## config.mk

```make
export PLATFORM = sky130hd
export DESIGN_NAME = conv33_bias_loader
export DESIGN_NICKNAME = d
export VERILOG_FILES = /design/src/rtl/conv33_bias_loader.sv
export SDC_FILE = /design/constraint.sdc
export NUM_CORES = 1
export LEC_CHECK = 0
export CAP_MARGIN = 5
export CORE_ASPECT_RATIO = 0.6
export CORE_MARGIN = 2
export CORE_UTILIZATION = 46
export CTS_BUF_LIST = sky130_fd_sc_hd__clkbuf_8
export DETAILED_ROUTE_END_ITERATION = 8
export PLACE_DENSITY = 0.88
export SKIP_CTS_REPAIR_TIMING = 1
export SYNTH_ARGS = -nofsm -noshare
export SYNTH_HDL_FRONTEND = slang
export SYNTH_SLANG_ARGS = --single-unit
```

## constraint.sdc

```tcl
create_clock -name clk -period 4.77 [get_ports clk]
set_input_delay 0.954 -clock clk [delete_from_list [all_inputs] [get_ports clk]]
set_output_delay 0.954 -clock clk [all_outputs]
set_load 0.05 [all_outputs]
```

## src/rtl/conv33_bias_loader.sv

```systemverilog
// conv33_bias_loader: fetches one bias per output channel, loads it into the bias buffer, then waits for the channel to finish.
module conv33_bias_loader #(
  parameter int BIAS_WIDTH = 32,
  parameter int NUM_CH     = 16,
  parameter int ADDR_WIDTH = 4
) (
  input  logic                  clk,
  input  logic                  rst_n,
  input  logic                  start,
  output logic                  mem_rd_en,
  output logic [ADDR_WIDTH-1:0] mem_addr,
  input  logic [BIAS_WIDTH-1:0] mem_rd_data,
  output logic                  load_en,
  output logic [BIAS_WIDTH-1:0] load_data,
  input  logic                  bias_load,
  output logic                  read_en,
  input  logic                  ch_done,
  output logic [ADDR_WIDTH-1:0] ch_idx,
  output logic                  busy,
  output logic                  done
);
  typedef enum logic [2:0] {IDLE, FETCH, WAIT_MEM, LOAD, WAIT_ACK, ISSUE, WAIT_CH, DONE} state_t;
  localparam logic [ADDR_WIDTH-1:0] LAST_CH = ADDR_WIDTH'(NUM_CH - 1);
  state_t                  state_q, state_d;
  logic [ADDR_WIDTH-1:0]   ch_idx_q, ch_idx_d;
  logic [BIAS_WIDTH-1:0]   bias_q, bias_d;
  logic                    mem_rd_en_q, mem_rd_en_d;
  logic                    load_en_q, load_en_d;
  logic                    read_en_q, read_en_d;
  logic                    busy_q, busy_d;
  logic                    done_q, done_d;
  always_comb begin
    state_d  = state_q;
    ch_idx_d = ch_idx_q;
    bias_d   = bias_q;
    case (state_q)
      IDLE: if (start) begin
        state_d  = FETCH;
        ch_idx_d = '0;
      end
      FETCH: state_d = WAIT_MEM;
      WAIT_MEM: begin
        bias_d  = mem_rd_data;
        state_d = LOAD;
      end
      LOAD:     state_d = WAIT_ACK;
      WAIT_ACK: state_d = bias_load ? ISSUE : WAIT_ACK;
      ISSUE:    state_d = WAIT_CH;
      WAIT_CH: if (ch_done) begin
        state_d  = (ch_idx_q == LAST_CH) ? DONE : FETCH;
        ch_idx_d = (ch_idx_q == LAST_CH) ? ch_idx_q : ch_idx_q + ADDR_WIDTH'(1);
      end
      DONE: begin
        state_d  = IDLE;
        ch_idx_d = '0;
      end
      default: state_d = IDLE;
    endcase
    // Outputs are decoded from the next state so every pulse leaves a flop aligned with its state.
    mem_rd_en_d = state_d == FETCH;
    load_en_d   = state_d == LOAD;
    read_en_d   = state_d == ISSUE;
    busy_d      = state_d != IDLE;
    done_d      = state_d == DONE;
  end
  always_ff @(posedge clk or negedge rst_n) begin
    if (!rst_n) begin
      state_q     <= IDLE;
      ch_idx_q    <= '0;
      bias_q      <= '0;
      mem_rd_en_q <= 1'b0;
      load_en_q   <= 1'b0;
      read_en_q   <= 1'b0;
      busy_q      <= 1'b0;
      done_q      <= 1'b0;
    end else begin
      state_q     <= state_d;
      ch_idx_q    <= ch_idx_d;
      bias_q      <= bias_d;
      mem_rd_en_q <= mem_rd_en_d;
      load_en_q   <= load_en_d;
      read_en_q   <= read_en_d;
      busy_q      <= busy_d;
      done_q      <= done_d;
    end
  end
  assign mem_rd_en = mem_rd_en_q;
  assign mem_addr  = ch_idx_q;
  assign load_en   = load_en_q;
  assign load_data = bias_q;
  assign read_en   = read_en_q;
  assign ch_idx    = ch_idx_q;
  assign busy      = busy_q;
  assign done      = done_q;
endmodule

```

==> flow_summary.html, run 1 <==
<table>
<tr><th>Metric</th><th>Value</th></tr>
<tr><th colspan="2">Outcome</th></tr>
<tr><td>Run status</td><td>completed</td></tr>
<tr><th colspan="2">Power</th></tr>
<tr><td>Power share of the combinational group</td><td>approximately 59%</td></tr>
<tr><td>Total power draw</td><td>2165 µW</td></tr>
<tr><td>Power density over the cells</td><td>798.8 nW/µm²</td></tr>
<tr><td>Internal power</td><td>1149 µW</td></tr>
<tr><td>Part of the total power dissipated in sequential elements</td><td>30.3%</td></tr>
<tr><td>Peak supply drop</td><td>575.5 µV</td></tr>
<tr><td>Clock share of power</td><td>10.9%</td></tr>
<tr><td>P_leak</td><td>0.001140 µW</td></tr>
<tr><td>Proportion of total power due to net switching</td><td>46.92%</td></tr>
<tr><td>Switching power</td><td>between 1000 and 1500 µW</td></tr>
<tr><th colspan="2">STA</th></tr>
<tr><td>Fraction of the cycle the final worst path needs</td><td>55.27%</td></tr>
<tr><td>Final hold viol count</td><td>0</td></tr>
<tr><td>Setup ws final</td><td>around 2100 ps</td></tr>
<tr><td>Setup repair after global routing missed its margin</td><td>no</td></tr>
<tr><td>Worst Skew</td><td>5.412 ps</td></tr>
<tr><td>Final TNS setup</td><td>0 ps</td></tr>
<tr><td>Final-report max-slew violation count</td><td>0</td></tr>
<tr><td>Maximum clock frequency</td><td>between 300 and 400 MHz</td></tr>
<tr><td>Remaining max-slew budget at the tightest pin</td><td>36.70%</td></tr>
<tr><td>Time the worst path needs with I/O delays and setup</td><td>2637 ps</td></tr>
<tr><td>Final count of negative-setup-slack endpoints</td><td>0</td></tr>
<tr><td>Slew @ Worst Pin</td><td>approximately 950 ps</td></tr>
<tr><th colspan="2">Yosys</th></tr>
<tr><td>Post-synthesis net count</td><td>166</td></tr>
<tr><td>Cell count after synthesis</td><td>~130</td></tr>
<tr><td>Ys Warns</td><td>0</td></tr>
<tr><td>Register bit count reported by yosys</td><td>44</td></tr>
<tr><td>Average size of a mapped cell</td><td>14.12 µm²</td></tr>
<tr><td>Distinct cells, synth</td><td>31</td></tr>
<tr><td>Leading area contributor after synthesis</td><td>sky130_fd_sc_hd__dfrtp_1</td></tr>
<tr><td>Cell area after technology mapping</td><td>1807 µm²</td></tr>
<tr><td>Cell types with the largest area share after synthesis</td><td>sky130_fd_sc_hd__dfrtp_1, sky130_fd_sc_hd__mux2_2, sky130_fd_sc_hd__buf_4, sky130_fd_sc_hd__o31ai_1, sky130_fd_sc_hd__o21ai_0</td></tr>
<tr><td>Fraction of post-synthesis cell area in the top cell type by area</td><td>between 60% and 70%</td></tr>
<tr><td>Sequential element share of the synthesized area</td><td>between 60% and 70%</td></tr>
<tr><th colspan="2">Detailed routing</th></tr>
<tr><td>Antenna Violating Nets Remaining</td><td>0</td></tr>
<tr><td>Number of DRC markers in iteration 0</td><td>35</td></tr>
<tr><td>First-pass DRT Iterations</td><td>4</td></tr>
<tr><td>Wire per inst</td><td>15.86 µm</td></tr>
<tr><td>Drt total wl</td><td>4059 µm</td></tr>
<tr><td>Avg Vias per Cell</td><td>5.066</td></tr>
<tr><td># DRC</td><td>0</td></tr>
<tr><td>Vias</td><td>1297</td></tr>
<tr><th colspan="2">Placement</th></tr>
<tr><td>Count of buffers from port buffering</td><td>81</td></tr>
<tr><td>Dpl ws</td><td>2270 ps</td></tr>
<tr><td>Weighted congestion reported at the end of routability-driven placement</td><td>0.8198</td></tr>
<tr><td>Detailed-placement wirelength estimate</td><td>2987 µm</td></tr>
<tr><th colspan="2">CTS</th></tr>
<tr><td>Insertion delay to the later sink of the worst-skew pair</td><td>290 ps</td></tr>
<tr><td>CTS tree</td><td>yes</td></tr>
<tr><td>Root buffer cell</td><td>sky130_fd_sc_hd__clkbuf_8</td></tr>
<tr><td>Clock slew at the register clock pins of the worst setup and hold paths</td><td>~80 ps</td></tr>
<tr><td>CTS sink cnt</td><td>44</td></tr>
<tr><td>Number of buffers created by CTS</td><td>5</td></tr>
<tr><td>Max H-tree Level</td><td>2</td></tr>
<tr><td>Clk buf depth</td><td>2</td></tr>
<tr><th colspan="2">Worst setup path</th></tr>
<tr><td>Slowest cell delay on critical path</td><td>between 800 and 900 ps</td></tr>
<tr><td>Critical path capture point type</td><td>primary output</td></tr>
<tr><td>Data required time at the worst endpoint</td><td>3820 ps</td></tr>
<tr><td>Top Family by Delay on Critical Path</td><td>buffers and inverters</td></tr>
<tr><td>Startpoint types</td><td>flip-flop</td></tr>
<tr><td>Buffers &amp; Inverters on Critical Path</td><td>1</td></tr>
<tr><td>Critical Setup Path Class</td><td>flip-flop to primary output</td></tr>
<tr><td>Slowest cell on the critical path</td><td>sky130_fd_sc_hd__clkdlybuf4s50_1</td></tr>
<tr><td>CP cell instances</td><td>clkdlybuf4s50_1</td></tr>
<tr><td>Critical-path maximum fanout</td><td>7</td></tr>
<tr><td>Critical Path AT</td><td>1680 ps</td></tr>
<tr><th colspan="2">Global route</th></tr>
<tr><td>Global Route Usage Sum</td><td>20.19%</td></tr>
<tr><td>Via count of the first global-routing pass</td><td>1403</td></tr>
<tr><td>Maximum number of pins on one net before global-route repair</td><td>45</td></tr>
<tr><td>Total gr overflow</td><td>0</td></tr>
<tr><td>Number of antenna violations at the first check in global routing</td><td>0</td></tr>
<tr><td>Global-route wire length before repair</td><td>6693 µm</td></tr>
<tr><th colspan="2">Floorplan</th></tr>
<tr><td>Count of standard-cell rows</td><td>17</td></tr>
<tr><td>Die height</td><td>52.55 µm</td></tr>
<tr><td>Count of boundary I/O pins</td><td>82</td></tr>
<tr><td>Initial cell density of the core</td><td>between 40% and 50%</td></tr>
<tr><td>Area inside the core boundary</td><td>3722 µm²</td></tr>
<tr><td>Die area</td><td>4462 µm²</td></tr>
<tr><td>Width of the die</td><td>84.91 µm</td></tr>
<tr><th colspan="2">Finish</th></tr>
<tr><td>Net count of the finished layout</td><td>246</td></tr>
<tr><td>Layout overhead on the synthesized area</td><td>50.00%</td></tr>
<tr><td>Antenna Diode Count</td><td>0</td></tr>
<tr><td>Utilization after layout</td><td>72.81%</td></tr>
<tr><td>Filler instances</td><td>251</td></tr>
<tr><td>Proportion of layout cells with a drive suffix above 1</td><td>22.97%</td></tr>
<tr><td>Multi-input logic area</td><td>~630 µm²</td></tr>
<tr><td>Register area</td><td>1101 µm²</td></tr>
<tr><th colspan="2">Run</th></tr>
<tr><td>Total of max-cap violations</td><td>0</td></tr>
<tr><th colspan="2">Hold path</th></tr>
<tr><td>Classification of the worst-slack hold path</td><td>flip-flop to flip-flop</td></tr>
</table>
-- routing by layer --
layer | vias to the layer above | part of all wire (%) | wire, µm | global-route usage (%)
met5 | - | 0 | 0 | 0
met4 | 0 | 1.5 | 62 | 7.937
met3 | 7 | 11 | 463 | 8.819
met2 | 68 | 44 | 1779 | 31.23
met1 | 617 | 43 | 1754 | 25.31
li1 | 605 | - | - | -
-- power by group through the flow --
stage                     Combinational (µW)  Clock (µW)  Sequential, µW
after floorplan                          355           0            1170
after global placement                  1250           0             641
after detailed placement                1280           0             660
after CTS                               1280         244             656
after global routing                    1330         260             677
final                                   1270         237             655
-- cells in the mapped netlist, drive strengths merged --
library cell,instances
mux2i,1
mux2,32
nand2b,1
and2,1
ha,1
o21a,2
o31ai,3
nor4,1
nand3b,1
a211oi,1
nand3,2
inv,4
a21o,1
a21oi,2
buf,9
nor2,4
o21ai,4
nor3,3
a31o,1
nor2b,1
or3,2
o41ai,1
dfrtp,44
and4b,1
and3b,1
or2,1
nand2,3
-- cell type report --
class,instances,area share [%]
flip-flops and latches,44,40.63
repair buffers,82,30.01
multi-input cells,71,23.22
clock buffers,6,3.047
well taps,47,2.170
inverters,4,0.5540
clock inverters,2,0.3693
-- flip-flops by register name, indices dropped and copies added, names as in the netlist --
register	count
done	1
read_en	1
load_data	32
ch_idx	4
busy	1
load_en	1
mem_rd_en	1
state_q	3
-- kinds of logic after synthesis --
group	share of synthesized area (%)
AO/OA/AOI/OAI	6.372
adder cells (fa/ha/maj)	0.6924
buffers and inverters	4.363
flip-flops	60.94
multiplexers	20.50
AND/OR/NAND/NOR	7.134
-- per-stage QoR --
step           cells  hold slack [ps]  cell area (µm²)
2_1_floorplan    128            508.5             1807
3_3_place_gp     248            487.8             2618
3_5_place_dp     248            496.4             2618
4_1_cts          256            512.9             2710
5_1_grt          256            523.1             2710
6_report         256            512.7             2710
-- final timing paths --
path                          startpoint            end  slack, ps  cells past startpoint
max                            ch_idx[2]      ch_idx[2]       2130                      1
min                        load_data[27]  load_data[27]        510                      1
max reg2reg                    ch_idx[0]      ch_idx[1]       3030                      5
min reg2reg                load_data[27]  load_data[27]        510                      1
max in group asynchronous          rst_n      mem_rd_en       3370                      1
min in group asynchronous          rst_n   load_data[4]        810                      1
-- cells in the final DEF, fill, tap and decap left out, types with 2 or more instances in the layout --
cell / n
sky130_fd_sc_hd__clkinv_2: 2
sky130_fd_sc_hd__inv_1: 4
sky130_fd_sc_hd__nor2_1: 3
sky130_fd_sc_hd__dfrtp_1: 44
sky130_fd_sc_hd__clkdlybuf4s50_1: 80
sky130_fd_sc_hd__a21oi_1: 2
sky130_fd_sc_hd__nor3_1: 3
sky130_fd_sc_hd__nand3_1: 2
sky130_fd_sc_hd__mux2_2: 32
sky130_fd_sc_hd__nand2_1: 3
sky130_fd_sc_hd__o31ai_1: 3
sky130_fd_sc_hd__clkbuf_8: 6
sky130_fd_sc_hd__o21ai_0: 4
(Power assumes the default switching activity.)
==> run 2, diff against run 1 <==
--- a/config.mk
+++ b/config.mk
@@ -8,10 +8,10 @@
 export CAP_MARGIN = 5
 export CORE_ASPECT_RATIO = 0.6
 export CORE_MARGIN = 2
-export CORE_UTILIZATION = 46
+export CORE_UTILIZATION = 43
 export CTS_BUF_LIST = sky130_fd_sc_hd__clkbuf_8
 export DETAILED_ROUTE_END_ITERATION = 8
-export PLACE_DENSITY = 0.88
+export PLACE_DENSITY = 0.83
 export SKIP_CTS_REPAIR_TIMING = 1
 export SYNTH_ARGS = -nofsm -noshare
 export SYNTH_HDL_FRONTEND = slang
==> constraint.sdc (replaced) <==
create_clock -name clk -period 2.55 [get_ports clk]
set_input_delay 0.51 -clock clk [delete_from_list [all_inputs] [get_ports clk]]
set_output_delay 0.51 -clock clk [all_outputs]
set_load 0.05 [all_outputs]
==> run 2 against run 1 <==
Against the previous run: global-route usage fell by 2.0 points; critical path type unchanged; final area grew 0.78%; clock skew up 1.3 ps; highest routed layer unchanged; via count shrank 0.69%; critical path depth unchanged; critical endpoint unchanged; die area increased by 6.5%; largest cell class unchanged; combinational power is 89% higher; wire length shrank 2.6%; non-clock buffer count up 1; final cell count rose by 5.5%; worst hold slack worse by 140 ps.
==> flow_summary.html, run 2 (same netlist as run 1, synthesis figures left out) <==
<table>
<tr><th>Metric</th><th>Value</th></tr>
<tr><th colspan="2">CTS</th></tr>
<tr><td>Max H-tree Level</td><td>2 (unchanged)</td></tr>
<tr><td>CTS sink cnt</td><td>44 (unchanged)</td></tr>
<tr><td>Clk buf depth</td><td>2 (unchanged)</td></tr>
<tr><td>Number of buffers created by CTS</td><td>5 (unchanged)</td></tr>
<tr><td>Root buffer cell</td><td>sky130_fd_sc_hd__clkbuf_8</td></tr>
<tr><td>Insertion delay to the later sink of the worst-skew pair</td><td>280 ps (about the same)</td></tr>
<tr><td>CTS tree</td><td>yes</td></tr>
<tr><td>Clock slew at the register clock pins of the worst setup and hold paths</td><td>80 ps (about the same)</td></tr>
<tr><th colspan="2">Finish</th></tr>
<tr><td>Most frequent standard cell in the layout excluding fill and tap cells</td><td>sky130_fd_sc_hd__clkdlybuf4s50_1</td></tr>
<tr><td>Highest-count cells in the layout ignoring fill and taps</td><td>sky130_fd_sc_hd__clkdlybuf4s50_1, sky130_fd_sc_hd__dfrtp_1, sky130_fd_sc_hd__mux2_2</td></tr>
<tr><td>Net count of the finished layout</td><td>247 (+0.41%)</td></tr>
<tr><td>Antenna Diode Count</td><td>0 (unchanged)</td></tr>
<tr><td>Proportion of layout cells with a drive suffix above 1</td><td>22.38% (-0.59 points)</td></tr>
<tr><td>Layout overhead on the synthesized area</td><td>51.18%</td></tr>
<tr><td>Number of flip-flops under the largest register name</td><td>32 (unchanged)</td></tr>
<tr><th colspan="2">Worst setup path</th></tr>
<tr><td>Critical-path maximum fanout</td><td>7 (unchanged)</td></tr>
<tr><td>Slowest cell delay on critical path</td><td>860 ps (-20 ps)</td></tr>
<tr><td>Data required time at the worst endpoint</td><td>2040 ps (-1780 ps)</td></tr>
<tr><td>Critical Setup Path Class</td><td>flip-flop to primary output</td></tr>
<tr><td>CP cell instances</td><td>clkdlybuf4s50_1</td></tr>
<tr><td>Critical Path AT</td><td>1620 ps (-60 ps)</td></tr>
<tr><td>Buffers &amp; Inverters on Critical Path</td><td>1 (unchanged)</td></tr>
<tr><td>Launch instance of the worst register-to-register path</td><td>ch_idx[0]</td></tr>
<tr><td>Critical path capture point type</td><td>primary output</td></tr>
<tr><td>Worst setup path start</td><td>ch_idx[2]</td></tr>
<tr><td>Slowest cell on the critical path</td><td>sky130_fd_sc_hd__clkdlybuf4s50_1</td></tr>
<tr><td>Startpoint types</td><td>flip-flop</td></tr>
<tr><td>Top Family by Delay on Critical Path</td><td>buffers and inverters</td></tr>
<tr><th colspan="2">Detailed routing</th></tr>
<tr><td>Drt total wl</td><td>3953 µm (-2.6%)</td></tr>
<tr><td>Antenna Violating Nets Remaining</td><td>0 (unchanged)</td></tr>
<tr><td>Number of DRC markers in iteration 0</td><td>24 (-31%)</td></tr>
<tr><td>Wire per inst</td><td>14.64 µm (-7.7%)</td></tr>
<tr><td># DRC</td><td>0 (unchanged)</td></tr>
<tr><td>Vias</td><td>1288 (-0.69%)</td></tr>
<tr><td>Avg Vias per Cell</td><td>4.770 (-5.8%)</td></tr>
<tr><td>First-pass DRT Iterations</td><td>4 (unchanged)</td></tr>
<tr><th colspan="2">Global route</th></tr>
<tr><td>Maximum number of pins on one net before global-route repair</td><td>45 (unchanged)</td></tr>
<tr><td>Total gr overflow</td><td>0 (unchanged)</td></tr>
<tr><td>Number of antenna violations at the first check in global routing</td><td>0 (unchanged)</td></tr>
<tr><td>Global Route Usage Sum</td><td>18.23% (-2.0 points)</td></tr>
<tr><td>Global-route wire length before repair</td><td>6396 µm (-4.4%)</td></tr>
<tr><td>Via count of the first global-routing pass</td><td>1343 (-4.3%)</td></tr>
<tr><th colspan="2">Power</th></tr>
<tr><td>Part of the total power dissipated in sequential elements</td><td>30.1% (-0.2 points)</td></tr>
<tr><td>Total power draw</td><td>4037 µW (+87%)</td></tr>
<tr><td>Internal power</td><td>2153 µW (+87%)</td></tr>
<tr><td>Power density over the cells</td><td>1478 nW/µm² (+85%)</td></tr>
<tr><td>Peak supply drop</td><td>867.1 µV (+51%)</td></tr>
<tr><td>Power share of the combinational group</td><td>59.3% (+0.5 points)</td></tr>
<tr><td>Switching power</td><td>1884 µW (+85%)</td></tr>
<tr><td>P_leak</td><td>0.001148 µW (+0.71%)</td></tr>
<tr><td>Clock share of power</td><td>10.6% (-0.3 points)</td></tr>
<tr><td>Proportion of total power due to net switching</td><td>46.67% (-0.26 points)</td></tr>
<tr><th colspan="2">STA</th></tr>
<tr><td>Slew @ Worst Pin</td><td>960.0 ps (+10.51 ps)</td></tr>
<tr><td>Maximum clock frequency</td><td>about 470 MHz</td></tr>
<tr><td>Setup repair after global routing missed its margin</td><td>no</td></tr>
<tr><td>Final hold viol count</td><td>0 (unchanged)</td></tr>
<tr><td>Time the worst path needs with I/O delays and setup</td><td>2133 ps</td></tr>
<tr><td>Final count of negative-setup-slack endpoints</td><td>0 (unchanged)</td></tr>
<tr><td>Final TNS setup</td><td>0 ps (unchanged)</td></tr>
<tr><td>Remaining max-slew budget at the tightest pin</td><td>36.00% (-0.70 points)</td></tr>
<tr><td>Worst Skew</td><td>6.688 ps (+1.276 ps)</td></tr>
<tr><td>Fraction of the cycle the final worst path needs</td><td>83.64%</td></tr>
<tr><td>Setup ws final</td><td>417.3 ps (-1716 ps)</td></tr>
<tr><td>Final-report max-slew violation count</td><td>0 (unchanged)</td></tr>
<tr><th colspan="2">Floorplan</th></tr>
<tr><td>Count of standard-cell rows</td><td>18 (+1)</td></tr>
<tr><td>Initial cell density of the core</td><td>44.32% (-4.2 points)</td></tr>
<tr><td>Area inside the core boundary</td><td>4076 µm² (+9.5%)</td></tr>
<tr><td>Count of boundary I/O pins</td><td>82 (unchanged)</td></tr>
<tr><td>Width of the die</td><td>87.68 µm (+3.3%)</td></tr>
<tr><td>Die area</td><td>4753 µm² (+6.5%)</td></tr>
<tr><td>Die height</td><td>54.21 µm (+3.2%)</td></tr>
<tr><th colspan="2">Run</th></tr>
<tr><td>Total of max-cap violations</td><td>0 (unchanged)</td></tr>
<tr><th colspan="2">Placement</th></tr>
<tr><td>Detailed-placement wirelength estimate</td><td>3000 µm (+0.43%)</td></tr>
<tr><td>Count of buffers from port buffering</td><td>81 (unchanged)</td></tr>
<tr><td>Dpl ws</td><td>537.9 ps (-1732 ps)</td></tr>
<tr><td>Weighted congestion reported at the end of routability-driven placement</td><td>0.8033 (-2.0%)</td></tr>
<tr><th colspan="2">Outcome</th></tr>
<tr><td>Run status</td><td>completed</td></tr>
<tr><th colspan="2">Hold path</th></tr>
<tr><td>Classification of the worst-slack hold path</td><td>primary input to asynchronous set/reset pin</td></tr>
</table>
## run 2: stage by stage
stage               utilization (%)  instance area, µm²  hold WS (ps)  std cells
finish                        67.00                2731         370.9        270
global route                  67.00                2731         442.2        270
CTS                           67.00                2731         400.2        270
detailed placement            64.79                2641         494.9        262
global placement              64.79                2641         489.3        262
floorplan                         -                1807         214.4        128
## run 2: layout make-up
cell class / instances / area (µm²)
Multi-Input combinational cell: 71 / 629.4
Fill cell: 306 / 1345
Sequential cell: 44 / 1101
Inverter: 4 / 15.01
Clock buffer: 6 / 82.58
Timing Repair Buffer: 83 / 820.8
Tap cell: 60 / 75.07
Clock inverter: 2 / 7.507
## run 2: layer usage
metal / part of all wire, % / track usage [%] / wire, µm
met2: 49 / 30.68 / 1921
met3: 8.3 / 7.391 / 327
met1: 43 / 22.16 / 1685
met4: 0.48 / 5.128 / 19
met5: 0 / 0 / 0
## run 2: final timing paths
kind,end,slack (ps),depth (start not counted)
max in group asynchronous,load_data[25],1580,1
worst min register to register,load_data[27],510,1
worst max-delay path,ch_idx[2],420,1
worst max register to register,ch_idx[2],830,5
worst min-delay path,load_data[28],370,1
min in group clk,load_data[27],510,1
## run 2: power by group through the flow
stage	Sequential, µW	Clock, µW	Combinational, µW
2_1_floorplan	2190	0	664
3_3_place_gp	1200	0	2360
3_5_place_dp	1230	0	2410
4_1_cts	1220	447	2410
5_1_grt	1270	478	2510
6_report	1210	428	2400
==> run 3, diff against run 2 <==
==> constraint.sdc (replaced) <==
create_clock -name clk -period 2 [get_ports clk]
set_input_delay 0.4 -clock clk [delete_from_list [all_inputs] [get_ports clk]]
set_output_delay 0.4 -clock clk [all_outputs]
set_load 0.05 [all_outputs]
==> run 3 against run 2 <==
Against the previous run: first-iteration DRC count is 33% higher; global-route usage is 0.12 points higher; clock power up 29%; final area is 0.46% higher; final cell count rose by 0.74%; via count grew 3.3%; register-to-register slack worse by 600 ps; critical path depth is the same; setup slack got worse by 380 ps; flip-flop and latch count is the same; die area unchanged; sequential power rose by 28%; largest cell class unchanged.
==> flow_summary.html, run 3 (same netlist as run 1, synthesis figures left out) <==
<table>
<tr><th>Metric</th><th>Value</th></tr>
<tr><th colspan="2">Finish</th></tr>
<tr><td>Highest-count cells in the layout ignoring fill and taps</td><td>sky130_fd_sc_hd__clkdlybuf4s50_1, sky130_fd_sc_hd__dfrtp_1, sky130_fd_sc_hd__mux2_2</td></tr>
<tr><td>Final design area excluding fillers</td><td>2744 µm² (+0.46%)</td></tr>
<tr><td>Layout overhead on the synthesized area</td><td>51.87%</td></tr>
<tr><td>Register area</td><td>1101 µm² (unchanged)</td></tr>
<tr><td>Net count of the finished layout</td><td>249 (+0.81%)</td></tr>
<tr><td>Number of flip-flops under the largest register name</td><td>32 (unchanged)</td></tr>
<tr><td>Most frequent standard cell in the layout excluding fill and tap cells</td><td>sky130_fd_sc_hd__clkdlybuf4s50_1</td></tr>
<tr><td>Antenna Diode Count</td><td>0 (unchanged)</td></tr>
<tr><td>Filler instances</td><td>299 (-2.3%)</td></tr>
<tr><td>Proportion of layout cells with a drive suffix above 1</td><td>25.94% (+3.6 points)</td></tr>
<tr><td>Multi-input logic area</td><td>629.4 µm² (unchanged)</td></tr>
<tr><th colspan="2">Run</th></tr>
<tr><td>Total of max-cap violations</td><td>0 (unchanged)</td></tr>
<tr><th colspan="2">Detailed routing</th></tr>
<tr><td>Routed length on met1</td><td>1647 µm (-2.3%)</td></tr>
<tr><td>Wire per inst</td><td>14.61 µm (-0.23%)</td></tr>
<tr><td>Drt total wl</td><td>3973 µm (+0.51%)</td></tr>
<tr><td>Number of DRC markers in iteration 0</td><td>32 (+33%)</td></tr>
<tr><td>Detail Route met2 WL</td><td>1949 µm (+1.5%)</td></tr>
<tr><td>First-pass DRT Iterations</td><td>4 (unchanged)</td></tr>
<tr><td>Length of routed met3 wiring</td><td>355 µm (+8.6%)</td></tr>
<tr><td>Vias</td><td>1331 (+3.3%)</td></tr>
<tr><td>Top routing layer used</td><td>met4</td></tr>
<tr><td>Antenna Violating Nets Remaining</td><td>0 (unchanged)</td></tr>
<tr><td>Avg Vias per Cell</td><td>4.893 (+2.6%)</td></tr>
<tr><td># DRC</td><td>0 (unchanged)</td></tr>
<tr><th colspan="2">Global route</th></tr>
<tr><td>Maximum number of pins on one net before global-route repair</td><td>25 (-44%)</td></tr>
<tr><td>Number of antenna violations at the first check in global routing</td><td>0 (unchanged)</td></tr>
<tr><td>Global-route wire length before repair</td><td>6348 µm (-0.75%)</td></tr>
<tr><td>Via count of the first global-routing pass</td><td>1360 (+1.3%)</td></tr>
<tr><td>Total gr overflow</td><td>0 (unchanged)</td></tr>
<tr><td>Global Route Usage Sum</td><td>18.35% (+0.12 points)</td></tr>
<tr><th colspan="2">Hold path</th></tr>
<tr><td>Classification of the worst-slack hold path</td><td>primary input to asynchronous set/reset pin</td></tr>
<tr><th colspan="2">Floorplan</th></tr>
<tr><td>Initial cell density of the core</td><td>44.32% (unchanged)</td></tr>
<tr><td>Area inside the core boundary</td><td>4076 µm² (unchanged)</td></tr>
<tr><td>Count of boundary I/O pins</td><td>82 (unchanged)</td></tr>
<tr><td>Die height</td><td>54.21 µm (unchanged)</td></tr>
<tr><td>Count of standard-cell rows</td><td>18 (unchanged)</td></tr>
<tr><td>Width of the die</td><td>87.68 µm (unchanged)</td></tr>
<tr><td>Die area</td><td>4753 µm² (unchanged)</td></tr>
<tr><th colspan="2">Placement</th></tr>
<tr><td>Detailed-placement wirelength estimate</td><td>3121 µm (+4.0%)</td></tr>
<tr><td>Dpl ws</td><td>142.3 ps (-395.5 ps)</td></tr>
<tr><td>Area after DPL</td><td>2646 µm² (+0.19%)</td></tr>
<tr><td>Weighted congestion reported at the end of routability-driven placement</td><td>0.8819 (+9.8%)</td></tr>
<tr><td>Count of buffers from port buffering</td><td>81 (unchanged)</td></tr>
<tr><th colspan="2">Worst setup path</th></tr>
<tr><td>Startpoint types</td><td>flip-flop</td></tr>
<tr><td>CP cell instances</td><td>clkdlybuf4s50_1</td></tr>
<tr><td>Top Family by Delay on Critical Path</td><td>buffers and inverters</td></tr>
<tr><td>Critical path capture point type</td><td>primary output</td></tr>
<tr><td>Critical Path AT</td><td>1560 ps (-60 ps)</td></tr>
<tr><td>Slowest cell delay on critical path</td><td>840 ps (-20 ps)</td></tr>
<tr><td>Slowest cell on the critical path</td><td>sky130_fd_sc_hd__clkdlybuf4s50_1</td></tr>
<tr><td>Critical-path maximum fanout</td><td>6 (-1)</td></tr>
<tr><td>Buffers &amp; Inverters on Critical Path</td><td>1 (unchanged)</td></tr>
<tr><td>Worst R2R Path Depth</td><td>5 (unchanged)</td></tr>
<tr><td>Data required time at the worst endpoint</td><td>1600 ps (-440 ps)</td></tr>
<tr><td>Critical Setup Path Class</td><td>flip-flop to primary output</td></tr>
<tr><td>Stages on the worst setup path</td><td>1 (unchanged)</td></tr>
<tr><th colspan="2">STA</th></tr>
<tr><td>Setup repair after global routing missed its margin</td><td>no</td></tr>
<tr><td>Slew @ Worst Pin</td><td>526.1 ps (-434.0 ps)</td></tr>
<tr><td>Final hold viol count</td><td>0 (unchanged)</td></tr>
<tr><td>Final-report max-slew violation count</td><td>0 (unchanged)</td></tr>
<tr><td>Final TNS setup</td><td>0 ps (unchanged)</td></tr>
<tr><td>Worst Skew</td><td>6.702 ps (+0.01438 ps)</td></tr>
<tr><td>Setup ws final</td><td>41.13 ps (-376.1 ps)</td></tr>
<tr><td>Remaining max-slew budget at the tightest pin</td><td>64.82% (+29 points)</td></tr>
<tr><td>Final count of negative-setup-slack endpoints</td><td>0 (unchanged)</td></tr>
<tr><td>Maximum clock frequency</td><td>roughly 510 MHz</td></tr>
<tr><td>Time the worst path needs with I/O delays and setup</td><td>1959 ps</td></tr>
<tr><td>Fraction of the cycle the final worst path needs</td><td>97.94%</td></tr>
<tr><th colspan="2">Power</th></tr>
<tr><td>P_leak</td><td>0.001200 µW (+4.5%)</td></tr>
<tr><td>Power density over the cells</td><td>1880 nW/µm² (+27%)</td></tr>
<tr><td>Peak supply drop</td><td>1295 µV (+49%)</td></tr>
<tr><th colspan="2">CTS</th></tr>
<tr><td>CTS tree</td><td>yes</td></tr>
<tr><td>Clock slew at the register clock pins of the worst setup and hold paths</td><td>80 ps (about the same)</td></tr>
<tr><td>Insertion delay to the later sink of the worst-skew pair</td><td>290 ps (about the same)</td></tr>
<tr><td>Number of buffers created by CTS</td><td>5 (unchanged)</td></tr>
<tr><td>Clk buf depth</td><td>2 (unchanged)</td></tr>
<tr><td>CTS sink cnt</td><td>44 (unchanged)</td></tr>
<tr><td>Root buffer cell</td><td>sky130_fd_sc_hd__clkbuf_8</td></tr>
<tr><td>Max H-tree Level</td><td>2 (unchanged)</td></tr>
<tr><th colspan="2">Outcome</th></tr>
<tr><td>Run status</td><td>completed</td></tr>
</table>
==> run 3: final timing paths <==
| check | from | endpoint | slack [ps] |
|---|---|---|---|
| setup / recovery | ch_idx[3] | ch_idx[3] | 40 |
| max in group asynchronous | rst_n | load_data[22] | 1270 |
| setup reg to reg | ch_idx[0] | ch_idx[1] | 230 |
| min in group clk | load_data[13] | load_data[13] | 510 |
| hold / removal | rst_n | load_data[28] | 50 |
| hold reg to reg | load_data[13] | load_data[13] | 510 |
==> run 3: power by group <==
part	internal (µW)	switching, µW
combinational	1180	1870
clock	275	277
sequential	1290	261
==> run 3: final cells by class <==
cell class,instances,share of cell area [%]
inverters,4,0.5472
flip-flops and latches,44,40.13
multi-input cells,71,22.94
clock buffers,6,3.010
repair buffers,85,30.28
well taps,60,2.736
clock inverters,2,0.3648
==> run 3: through the flow <==
step                power [µW]  cells  utilization (%)  hold WS [ps]
finish                    5158    272            67.31         50.60
global route              5427    272            67.31         62.45
detailed placement        4643    264            64.92         377.0
CTS                       5210    272            67.19         59.58
global placement          4546    264            64.92         362.4
floorplan                 3641    128                -         104.4
==> run 3: per-layer routing <==
layer,vias to the layer above,GRT usage (%)
li1,612,-
met4,0,6.154
met2,60,31.31
met5,-,0
met1,656,21.35
met3,3,7.843
==> patch 1, RTL diff (settings of run 3) <==
The parameter `BIAS_WIDTH` goes from 32 to 16.
--- a/src/rtl/conv33_bias_loader.sv
+++ b/src/rtl/conv33_bias_loader.sv
@@ -1,6 +1,6 @@
 // conv33_bias_loader: fetches one bias per output channel, loads it into the bias buffer, then waits for the channel to finish.
 module conv33_bias_loader #(
-  parameter int BIAS_WIDTH = 32,
+  parameter int BIAS_WIDTH = 16,
   parameter int NUM_CH     = 16,
   parameter int ADDR_WIDTH = 4
 ) (
Interface: changed (resized load_data and mem_rd_data); port bits go from 82 to 50. The function was not compared with the original's and may differ.
==> patch 1 against run 3 <==
- synthesized cell count down 27%
- sequential cell count down 16
- synthesized area down 33%
- cell area down 36%
- critical path depth unchanged
- worst setup slack better by 0.021 ns
- wire length down 33%
- via count down 32%
- total power down 40%
- combinational power down 41%
- count of clock-buffer cells in the layout down 3
- non-clock buffer count down 33
- critical path type unchanged
- largest cell class unchanged
==> patch 1: results (changes against run 3) <==
[outcome]
status=finished clean

[placement]
gp_congestion=0.791  ; -10%
port_buffers=49  ; -40%
dp_hpwl_mm=1.97  ; -37%

[finish]
drive_gt1_share_pct=22.0  ; -4.0 points
largest_reg_flops=16  ; -50%
n_antenna_cell=0  ; unchanged

[synthesis]
synth_cells=93  ; -27%
syn_nets=115  ; -31%
synth_top_cells_by_area=dfrtp_1 (58%), mux2_2 (15%), buf_4 (3.1%)
synth_common_cells=dfrtp_1 (28), mux2_2 (16), buf_4 (5)

[clocking]
cts.htree.levels=1  ; -1
cts_buffers=3  ; -2
clock_latency_ns=0.27  ; -0.02 ns

[power_and_ir_drop]
peakVddDrop_v=0.00102  ; -21%
leakagePower_nw=0.816  ; -32%

[worst_setup_path]
critical_path_peak_fanout=5  ; -1
cp.arrival_ns=1.54  ; -0.02 ns
rrSetupSlack_ns=0.27  ; +0.04 ns

[routing]
wl_per_cell_um=15.3  ; +4.7%
num_vias=902  ; -32%
viasPerCell=5.21  ; +6.5%
drt_iter0_drc=22  ; -31%

[timing]
holdWs_ns=0.510  ; +0.460 ns
slew_headroom_pct=65.1  ; +0.26 points

[grt]
grt_max_degree=29  ; +16%
grt_pass1_vias=959  ; -29%
grt_usage_pct=18.7  ; +0.32 points
grt_pass1_wl_mm=4.62  ; -27%

-- patch 1: cell types whose count changed after synthesis, sizes merged --
| cell | change |
|---|---|
| mux2 | -16 |
| and2b | +1 |
| buf | -2 |
| dfrtp | -16 |
| nor2b | -1 |
| or3 | -1 |
| o21ai | -1 |
| o41ai | +1 |
-- patch 1: layout make-up --
cell class / instances / area, um^2 / area share (%)
tap: 32 / 40.0 / 2.28
clock buffer: 3 / 41.3 / 2.35
sequential: 28 / 701 / 39.9
multi-input combinational: 54 / 443 / 25.2
inverter: 4 / 15.0 / 0.854
timing repair buffer: 52 / 518 / 29.5
-- patch 1: worst max-delay path by stage --
| stage | start | end | slack (ns) |
|---|---|---|---|
| 6_report | ch_idx[1]$_DFFE_PN0P_ | mem_addr[1] | 0.06 |
| 3_3_place_gp | ch_done | ch_idx[2]$_DFFE_PN0P_ | 0.14 |
| 5_1_grt | ch_idx[1]$_DFFE_PN0P_ | mem_addr[1] | 0.02 |
| 2_1_floorplan | ch_idx[0]$_DFFE_PN0P_ | ch_idx[0]$_DFFE_PN0P_ | 0.14 |
| 4_1_cts | ch_idx[0]$_DFFE_PN0P_ | mem_addr[0] | 0.02 |
| 3_5_place_dp | ch_done | ch_idx[3]$_DFFE_PN0P_ | 0.09 |
-- patch 1: kinds of logic (layout without fill, tap and decap cells) --
kind of cell	after synthesis	after routing	synth area share [%]
AND/OR/NAND/NOR	21	21	10.5
multiplexers	17	17	15.7
flip-flops	28	28	57.8
buffers and inverters	11	59	5.68
adder cells (fa/ha/maj)	1	1	1.03
AO/OA/AOI/OAI	15	15	9.29
-- patch 1: through the flow --
step,area (um^2),utilization (%)
after global routing,1760,67.8
after CTS,1750,67.4
after detailed placement,1710,65.8
final,1760,67.8
after floorplan,1210,-
after global placement,1710,65.8
-- patch 1: power breakdown --
part	switching, W	internal, W
logic	0.00110	0.000706
clock network	0.000161	0.000135
registers	0.000181	0.000800
-- patch 1: routing by layer --
layer / track usage [%] / routed length [um] / vias up / share of wire (%)
met2: 32.7 / 1300 / 22 / 49
met4: 2.22 / 8 / 0 / 0.30
li1: - / - / 424 / -
met3: 7.81 / 155 / 2 / 5.9
met1: 22.6 / 1180 / 454 / 45
met5: 0 / 0 / - / 0
==> patch 2, RTL diff (flow settings as in run 3) <==
Made on the original files. The output `busy` loses its register stage (`busy_q` becomes a continuous assignment).
--- a/src/rtl/conv33_bias_loader.sv
+++ b/src/rtl/conv33_bias_loader.sv
@@ -71,7 +71,6 @@
       mem_rd_en_q <= 1'b0;
       load_en_q   <= 1'b0;
       read_en_q   <= 1'b0;
-      busy_q      <= 1'b0;
       done_q      <= 1'b0;
     end else begin
       state_q     <= state_d;
@@ -80,10 +79,11 @@
       mem_rd_en_q <= mem_rd_en_d;
       load_en_q   <= load_en_d;
       read_en_q   <= read_en_d;
-      busy_q      <= busy_d;
       done_q      <= done_d;
     end
   end
+
+  assign busy_q = busy_d;
   assign mem_rd_en = mem_rd_en_q;
   assign mem_addr  = ch_idx_q;
   assign load_en   = load_en_q;
Formal check against the unedited RTL: not equivalent (Yosys sat finds a counterexample within 4 cycles, from zero or initial values and one cycle with rst_n low).
==> patch 2 against run 3 <==
- critical path depth unchanged
- clock power decreased by 2%
- sequential cell count decreased by 1
- wire length increased by 1.1%
- via count decreased by 0.75%
- core utilization increased by 1.3 points
- cell area increased by 1.9%
- worst setup slack got worse by 0.0021 ns
- first-iteration DRC count increased to 2.8 times the old value
- total power increased by 3.7%
- synthesized area increased by 0.21%
- largest power group unchanged
==> patch 2: results (changes against run 3) <==
[synthesis]
synth_common_cells=dfrtp_1 (43), mux2_2 (32), buf_4 (7)
ys.warnings.count=0  ; unchanged
synth_cells=133  ; +3.9%
yosysSeqAreaShare_pct=59.4  ; -1.5 points
syn_nets=171  ; +3.0%
ys_ff_latch=43  ; -2.3%
ys_types=30  ; -3.2%

[finish]
fin_nets=253  ; +1.6%
multiInputGateArea_um2=681  ; +8.2%
seq_share_pct=38.7  ; -1.5 points
buffers_excl_clock=87  ; +2.4%
multi_input_area_share_pct=24.3  ; +1.4 points
drive_gt1_share_pct=29.8  ; +3.8 points
buffer_area_share_pct=30.8  ; +0.50 points
multi_input_comb_cells=75  ; +5.6%
instances_no_fill=275  ; +1.1%
inverters=3  ; -1
fill_cells=277  ; -7.4%
clkbuf_count=6  ; unchanged
clkCellAreaFrac_pct=3.13  ; -0.24 points

[routing]
drt_iter0_drc=91  ; +180%
firstDrtPassIters=4  ; unchanged
viasPerCell=4.80  ; -1.8%
drt-total-wl_mm=4.02  ; +1.1%

[power_and_ir_drop]
leakagePower_nw=1.20  ; about the same
peakVddDrop_v=0.000989  ; -24%

[timing]
fin_ws_ns=0.0390  ; -0.00214 ns
worst_clock_skew_ns=0.0106  ; +0.00394 ns
fin_crit_ns=1.96  ; +0.00214 ns
holdWs_ns=0.0520  ; +0.00144 ns
worstMarginPinSlew_ns=0.535  ; +0.00925 ns

[placement]
placed_area_mm2=0.00267  ; +0.76%
gp_congestion=0.776  ; -12%
place_inst=268  ; +1.5%
dp_hpwl_mm=3.05  ; -2.3%

[grt]
grt_pass1_wl_mm=6.26  ; -1.4%
grt_max_degree=22  ; -12%
grt_pass1_vias=1327  ; -2.4%
grt_usage_pct=17.7  ; -0.64 points

[outcome]
status=finished clean

[floorplanning]
die_width_um=87.8  ; +0.10%

[worst_setup_path]
crit_end=ch_idx[0]
reg2reg_depth=4  ; -1
startpoint=ch_idx[0]$_DFFE_PN0P_
r2r-end=load_data[9]$_DFFE_PN0P_
rrSetupSlack_ns=0.43  ; +0.20 ns
worstReg2RegStart=state_q[0]$_DFF_PN0_

patch 2: changes by cell type after synthesis, sizes merged, moves of 2 or more:
cell / before / now
a21bo: 0 / 2
o21a: 2 / 0
a31oi: 0 / 2
nor2: 4 / 2
or3: 2 / 0
o31ai: 3 / 0
a21oi: 2 / 7
nand3: 2 / 4
clkbuf: 0 / 2
patch 2: logic make-up after synthesis:
kind of cell,Yosys count,share of synthesized area [%]
buffers and inverters,15,4.77
multiplexers,33,20.5
flip-flops,43,59.4
AO/OA/AOI/OAI,19,7.53
adder cells (fa/ha/maj),1,0.691
AND/OR/NAND/NOR,22,7.12
patch 2: power by group:
part	total (W)	switching [W]	internal, W
combinational	0.00324	0.00196	0.00128
clock	0.000542	0.000272	0.000271
sequential	0.00156	0.000283	0.00128
total	0.00535	0.00252	0.00283
patch 2: layer usage:
layer	routed length, um	GRT usage [%]
met4	79	6.67
met1	1750	22.3
met2	1870	28.8
met3	314	6.18
met5	0	0
